### config.mk
export PLATFORM = sky130hd
export DESIGN_NAME = serial_frame_shifter
export DESIGN_NICKNAME = d
export VERILOG_FILES = /design/src/rtl/serial_frame_shifter.sv
export SDC_FILE = /design/constraint.sdc
export NUM_CORES = 1
export LEC_CHECK = 0
export ABC_CLOCK_PERIOD_IN_PS = 4600
export BUFFER_PORTS_ARGS = -buffer_cell sky130_fd_sc_hd__buf_4
export CAP_MARGIN = 20
export CORE_ASPECT_RATIO = 0.75
export CORE_MARGIN = 3
export CORE_UTILIZATION = 45
export CTS_CLUSTER_SIZE = 20
export DETAILED_ROUTE_END_ITERATION = 16
export PLACE_DENSITY_LB_ADDON = 0.12
export SLEW_MARGIN = 20
export SYNTH_ARGS = -nofsm -noshare
export SYNTH_HDL_FRONTEND = slang
export SYNTH_SLANG_ARGS = --single-unit
### constraint.sdc
create_clock -name i_clk -period 4.6 [get_ports i_clk]
set_clock_uncertainty 0.15 [all_clocks]
set_input_delay 0.92 -clock i_clk [delete_from_list [all_inputs] [get_ports i_clk]]
set_output_delay 0.92 -clock i_clk [all_outputs]
set_load 0.005 [all_outputs]
### src/rtl/serial_frame_shifter.sv
// serial_frame_shifter: double-buffered parallel-to-serial front end feeding
// the 1011 sequence detector. Words arrive over valid/ready and leave MSB-first
// on a registered line that rests at IDLE_LEVEL between frames, with an
// optional fixed gap of idle-level bits after every frame.
module serial_frame_shifter #(
    parameter int   DATA_WIDTH = 8,
    parameter int   GAP_CYCLES = 0,
    parameter logic IDLE_LEVEL = 1'b0
) (
    input  logic                  i_clk,
    input  logic                  i_reset,
    input  logic [DATA_WIDTH-1:0] i_data_in,
    input  logic                  i_data_valid,
    output logic                  o_data_ready,
    output logic                  o_sequence_out,
    output logic                  o_busy,
    output logic                  o_frame_done
);

    localparam int            CW        = (DATA_WIDTH > 1) ? $clog2(DATA_WIDTH) : 1;
    localparam logic [CW-1:0] LAST_BIT  = CW'(DATA_WIDTH - 1);
    localparam logic [CW-1:0] PRE_LAST  = CW'(DATA_WIDTH - 2);
    localparam logic [CW-1:0] CNT_ONE   = CW'(1);
    localparam logic [7:0]    GAP_LOAD  = 8'(GAP_CYCLES);

    typedef enum logic [1:0] {
        IDLE,
        SHIFT,
        GAP
    } state_t;

    state_t                r_state;
    state_t                w_nextState;
    logic [DATA_WIDTH-1:0] r_holdData;
    logic                  r_holdFull;
    logic [DATA_WIDTH-1:0] r_shift;
    logic [CW-1:0]         r_bitCnt;
    logic [7:0]            r_gapCnt;
    logic                  r_seqOut;
    logic                  r_busy;
    logic                  r_frameDone;

    logic w_accept;
    logic w_load;
    logic w_step;
    logic w_enterGap;
    logic w_gapTick;

    // The hold register is the only thing upstream ever waits on; reset masks it.
    assign o_data_ready   = !r_holdFull && !i_reset;
    assign w_accept       = i_data_valid && o_data_ready;
    assign o_sequence_out = r_seqOut;
    assign o_busy         = r_busy;
    assign o_frame_done   = r_frameDone;

    // State register.
    always_ff @(posedge i_clk) begin
        if (i_reset) begin
            r_state <= IDLE;
        end else begin
            r_state <= w_nextState;
        end
    end

    // Next-state decode; a load straight from SHIFT or GAP avoids an idle bubble.
    always_comb begin
        w_nextState = r_state;
        w_load      = 1'b0;
        w_step      = 1'b0;
        w_enterGap  = 1'b0;
        w_gapTick   = 1'b0;
        case (r_state)
            IDLE: begin
                if (r_holdFull) begin
                    w_load      = 1'b1;
                    w_nextState = SHIFT;
                end
            end
            SHIFT: begin
                if (r_bitCnt != LAST_BIT) begin
                    w_step = 1'b1;
                end else if (GAP_CYCLES > 0) begin
                    w_enterGap  = 1'b1;
                    w_nextState = GAP;
                end else if (r_holdFull) begin
                    w_load = 1'b1;
                end else begin
                    w_nextState = IDLE;
                end
            end
            GAP: begin
                if (r_gapCnt > 8'd1) begin
                    w_gapTick = 1'b1;
                end else if (r_holdFull) begin
                    w_load      = 1'b1;
                    w_nextState = SHIFT;
                end else begin
                    w_nextState = IDLE;
                end
            end
            default: w_nextState = IDLE;
        endcase
    end

    // Hold buffer: emptied by a load, refilled by an accepted word.
    always_ff @(posedge i_clk) begin
        if (i_reset) begin
            r_holdFull <= 1'b0;
        end else if (w_load) begin
            r_holdFull <= 1'b0;
        end else if (w_accept) begin
            r_holdData <= i_data_in;
            r_holdFull <= 1'b1;
        end
    end

    // Serial datapath: line, busy and frame_done are registered together.
    always_ff @(posedge i_clk) begin
        if (i_reset) begin
            r_shift     <= '0;
            r_bitCnt    <= '0;
            r_gapCnt    <= 8'd0;
            r_seqOut    <= IDLE_LEVEL;
            r_busy      <= 1'b0;
            r_frameDone <= 1'b0;
        end else begin
            r_frameDone <= 1'b0;
            if (w_load) begin
                r_shift  <= {r_holdData[DATA_WIDTH-2:0], 1'b0};
                r_seqOut <= r_holdData[DATA_WIDTH-1];
                r_busy   <= 1'b1;
                r_bitCnt <= '0;
            end else if (w_step) begin
                r_shift     <= {r_shift[DATA_WIDTH-2:0], 1'b0};
                r_seqOut    <= r_shift[DATA_WIDTH-1];
                r_bitCnt    <= r_bitCnt + CNT_ONE;
                r_frameDone <= (r_bitCnt == PRE_LAST);
            end else if (w_enterGap) begin
                r_seqOut <= IDLE_LEVEL;
                r_busy   <= 1'b1;
                r_gapCnt <= GAP_LOAD;
            end else if (w_gapTick) begin
                r_gapCnt <= r_gapCnt - 8'd1;
            end else begin
                r_seqOut <= IDLE_LEVEL;
                r_busy   <= 1'b0;
            end
        end
    end

endmodule

==> tab_implementation.tex <==
\begin{tabular}{lr}
\hline
Metric & Value \\
\hline
\multicolumn{2}{l}{\textbf{Cells and area}} \\
\quad Area growth from synthesis to layout & 12.75\% \\
\quad Share of layout cells above drive strength 1 & 20.41\% \\
\quad Diodes inserted & 0 \\
\quad Number of non-filler instances in the completed layout & 120 \\
\quad Net count of the finished layout & between 100 and 150 \\
\multicolumn{2}{l}{\textbf{Timing}} \\
\quad Count of final setup violators & 0 \\
\quad Headroom to the max-slew limit & 67.92\% \\
\quad Final Hold Slack & 326.2 ps \\
\quad Minimum clock period & about 2400 ps \\
\quad Least setup slack across all paths after layout & 2187 ps \\
\quad Maximum clock frequency & about 0.41 GHz \\
\quad Slew at the pin closest to its max-slew limit & between 400 and 500 ps \\
\quad Setup Total Neg Slack & 0 ps \\
\quad Final count of hold timing violations & 0 \\
\quad Final number of max-transition violations & 0 \\
\quad Final Cycle Share & 52.45\% \\
\quad RSZ-0062 raised after global routing & no \\
\multicolumn{2}{l}{\textbf{Clock network}} \\
\quad Number of sinks driven by the clock tree & 23 \\
\quad CTS Root Buffer Type & clkbuf\_4 \\
\quad Clock slew seen by the registers of the worst setup and hold paths & around 130 ps \\
\quad Post-CTS setup buffers & 0 \\
\quad CTS Buffer Depth & 2 \\
\quad Number of buffers inserted by hold repair at cts & 0 \\
\quad Quantity of gates resized following cts & 0 \\
\quad Clk Latency, worst-skew pair & 320 ps \\
\quad CTS H-Tree Depth & 1 \\
\quad TritonCTS clock tree & yes \\
\quad TritonCTS buffer count & 3 \\
\multicolumn{2}{l}{\textbf{Synth}} \\
\quad Synth area leader & dfxtp\_1 \\
\quad Area share of the leading cell type in the synthesized netlist & 31.87\% \\
\quad Average cell area after synthesis & 10.96 um\^{}2 \\
\quad Syn nets & 101 \\
\quad Total of flip-flops plus latches after synthesis & 23 \\
\quad Portion of the post-synthesis area used by sequential elements & 57.37\% \\
\quad Library cells used by synthesis & 23 \\
\quad Post-synth design cell area & about 940 um\^{}2 \\
\quad Cell types with the largest area share after synthesis & dfxtp\_1 (32\%), edfxtp\_1 (25\%), a22oi\_1 (5.6\%) \\
\quad Yosys warning count & 0 \\
\quad Cell count after synthesis & 86 \\
\multicolumn{2}{l}{\textbf{Setup path}} \\
\quad Crit Path Class & in -> out \\
\quad Data arrival, critical path & 1340 ps \\
\quad Category of the worst setup path capture point & primary output \\
\quad Cell family contributing the most delay on the critical path & buffers and inverters \\
\quad Most common cell on crit path & buf\_4 \\
\quad Crit path max-delay cell type & buf\_4 \\
\quad Largest fanout on the critical path & 16 \\
\quad Category of the worst setup path launch point & primary input \\
\quad Crit-path max cell delay & 170 ps \\
\quad Ordered cell list for the critical path & buf\_4, nor2\_1, buf\_4 \\
\quad Worst path bufs/invs & 2 \\
\quad Worst EP required & between 3000 and 4000 ps \\
\multicolumn{2}{l}{\textbf{Placed design}} \\
\quad Cell total after placement & 116 \\
\quad Worst slack at placement & roughly 2200 ps \\
\quad Count of buffers inserted at the top-level ports & 14 \\
\quad Final GP Congestion & around 0.72 \\
\quad Detailed-placement wirelength estimate & between 1 and 1.5 mm \\
\multicolumn{2}{l}{\textbf{Power and ir drop}} \\
\quad Ratio of total power to cell area & about 350 mW/mm\^{}2 \\
\quad Power share of the clock group & 25.3\% \\
\quad Sequential share of power & 62.3\% \\
\quad Switching power total & 0.09557 mW \\
\quad Internal power & between 0.2 and 0.3 mW \\
\quad Switching share of power & 25.57\% \\
\quad Comb power frac & approximately an eighth \\
\quad Total leakage power & 0.4354 nW \\
\quad Largest vdd supply drop & approximately 0.25 mV \\
\multicolumn{2}{l}{\textbf{Route}} \\
\quad WL final & 1.692 mm \\
\quad Starting DRT DRC Count & 20 \\
\quad Per-cell via count in the routed design & $\sim$5.5 \\
\quad Total via count after detailed routing & around 660 \\
\quad Post-route ant nets & 0 \\
\quad Average wire per cell in the routed design & 14.10 um \\
\quad Drt drc & 0 \\
\quad Drt pass-1 iters & 4 \\
\multicolumn{2}{l}{\textbf{Floorplanning}} \\
\quad Die Span X & between 50 and 60 um \\
\quad Die area & 0.002684 mm\^{}2 \\
\quad Boundary pin count & 15 \\
\quad Floorplan core area & between 0.0015 and 0.002 mm\^{}2 \\
\quad Vertical extent of the die & 45.63 um \\
\quad Effective utilization at floorplan & 50.81\% \\
\quad Cell Rows & 13 \\
\multicolumn{2}{l}{\textbf{GRT}} \\
\quad Overall global routing resource usage & 15.20\% \\
\quad Number of antenna violations at the first check in global routing & 0 \\
\quad Vias in the first global route & 615 \\
\quad Maximum number of pins on one net before global-route repair & 17 \\
\quad Global-route wire length before repair & a little under 3 mm \\
\quad Overflow after GRT & 0 \\
\multicolumn{2}{l}{\textbf{Hold path}} \\
\quad Path category of the worst min-delay check & reg -> reg \\
\multicolumn{2}{l}{\textbf{Job}} \\
\quad Max\_cap viols & 0 \\
\multicolumn{2}{l}{\textbf{Outcome}} \\
\quad Result of the run & completed \\
\hline
\end{tabular}
==> cell usage in the layout (no fill, tap or decap), drive strengths merged <==
master / count
a2111oi: 1
a22oi: 7
buf: 14
nand2b: 2
a21oi: 2
inv: 9
a221oi: 6
nor3: 4
and2b: 1
nand2: 6
dfxtp: 15
xnor2: 1
edfxtp: 8
mux2i: 1
ha: 4
a211o: 2
and2: 2
nor2: 6
clkinv: 1
clkbuf: 3
nand3: 3
==> worst min-delay path: cells and delay by family, from the launching register on <==
family / cells / cell delay, ps
and+or+nand+nor: 1 / 50
DFF: 1 / 330
AOI/OAI and AO/OA: 1 / 60
==> cells in the mapped netlist <==
library cell,instances
and2b_2,1
a21oi_1,2
inv_1,9
nor3_1,4
buf_4,2
xnor2_1,1
a2111oi_1,1
ha_1,4
buf_6,1
a22oi_1,7
a221oi_1,6
a211o_1,2
nor2_1,6
nand2b_1,2
buf_2,2
edfxtp_1,8
and2_4,1
dfxtp_1,15
nand2_1,6
clkbuf_1,1
mux2i_1,1
and2_1,1
nand3_1,3
==> power by group through the flow <==
| stage | Clock (mW) | Combinational (mW) | Sequential, mW |
|---|---|---|---|
| after floorplan | 0 | 0.0363 | 0.234 |
| after global placement | 0 | 0.0445 | 0.237 |
| after detailed placement | 0 | 0.0459 | 0.238 |
| after CTS | 0.0956 | 0.0464 | 0.233 |
| after global routing | 0.105 | 0.0529 | 0.235 |
| final | 0.0945 | 0.0463 | 0.233 |
==> final timing paths <==
path,startpoint,endpoint,slack [ps],cells past startpoint
max,i_reset,o_data_ready,2190,3
min,r_shift[2]$_SDFFE_PP0P_,r_shift[2]$_SDFFE_PP0P_,330,2
max reg2reg,r_bitCnt[0]$_SDFFE_PP0N_,r_shift[7]$_SDFFE_PP0P_,2600,5
min reg2reg,r_shift[2]$_SDFFE_PP0P_,r_shift[2]$_SDFFE_PP0P_,330,2
==> cells by family after synthesis <==
group | Yosys count | share of synthesized area, %
AO/OA/AOI/OAI | 18 | 15.14
XOR/XNOR | 1 | 0.9298
adder cells (fa/ha/maj) | 4 | 5.312
buffers and inverters | 15 | 7.834
flip-flops | 23 | 57.37
multiplexers | 1 | 1.062
AND/OR/NAND/NOR | 24 | 12.35
==> final cells by class <==
cell class / count / area, um^2
fillers: 169 / 792.0
flip-flops and latches: 23 / 540.5
multi-input cells: 48 / 327.8
repair buffers: 14 / 105.1
inverters: 9 / 33.78
well taps: 22 / 27.53
clock buffers: 3 / 22.52
clock inverters: 1 / 5.005
==> sequential cells by signal, summed over array words and instances, names as in the netlist <==
name            cells
r_holdData          8
r_shift             7
r_bitCnt            3
o_busy              1
o_frame_done        1
o_sequence_out      1
r_holdFull          1
r_state             1
==> through the flow <==
step / instance area, um^2 / power (mW) / utilization, %
floorplan: 942.2 / 0.2703 / -
global placement: 1035 / 0.2815 / 55.80
detailed placement: 1035 / 0.2837 / 55.80
CTS: 1062 / 0.3751 / 57.29
global route: 1062 / 0.3937 / 57.29
finish: 1062 / 0.3738 / 57.29
==> per-layer routing <==
| metal | vias up | routed length (um) | global-route usage [%] |
|---|---|---|---|
| li1 | 331 | - | - |
| met1 | 311 | 754 | 19.54 |
| met2 | 15 | 828 | 23.13 |
| met3 | 2 | 91 | 6.232 |
| met4 | 0 | 17 | 5.430 |
| met5 | - | 0 | 0 |
(Power assumes the default switching activity.)
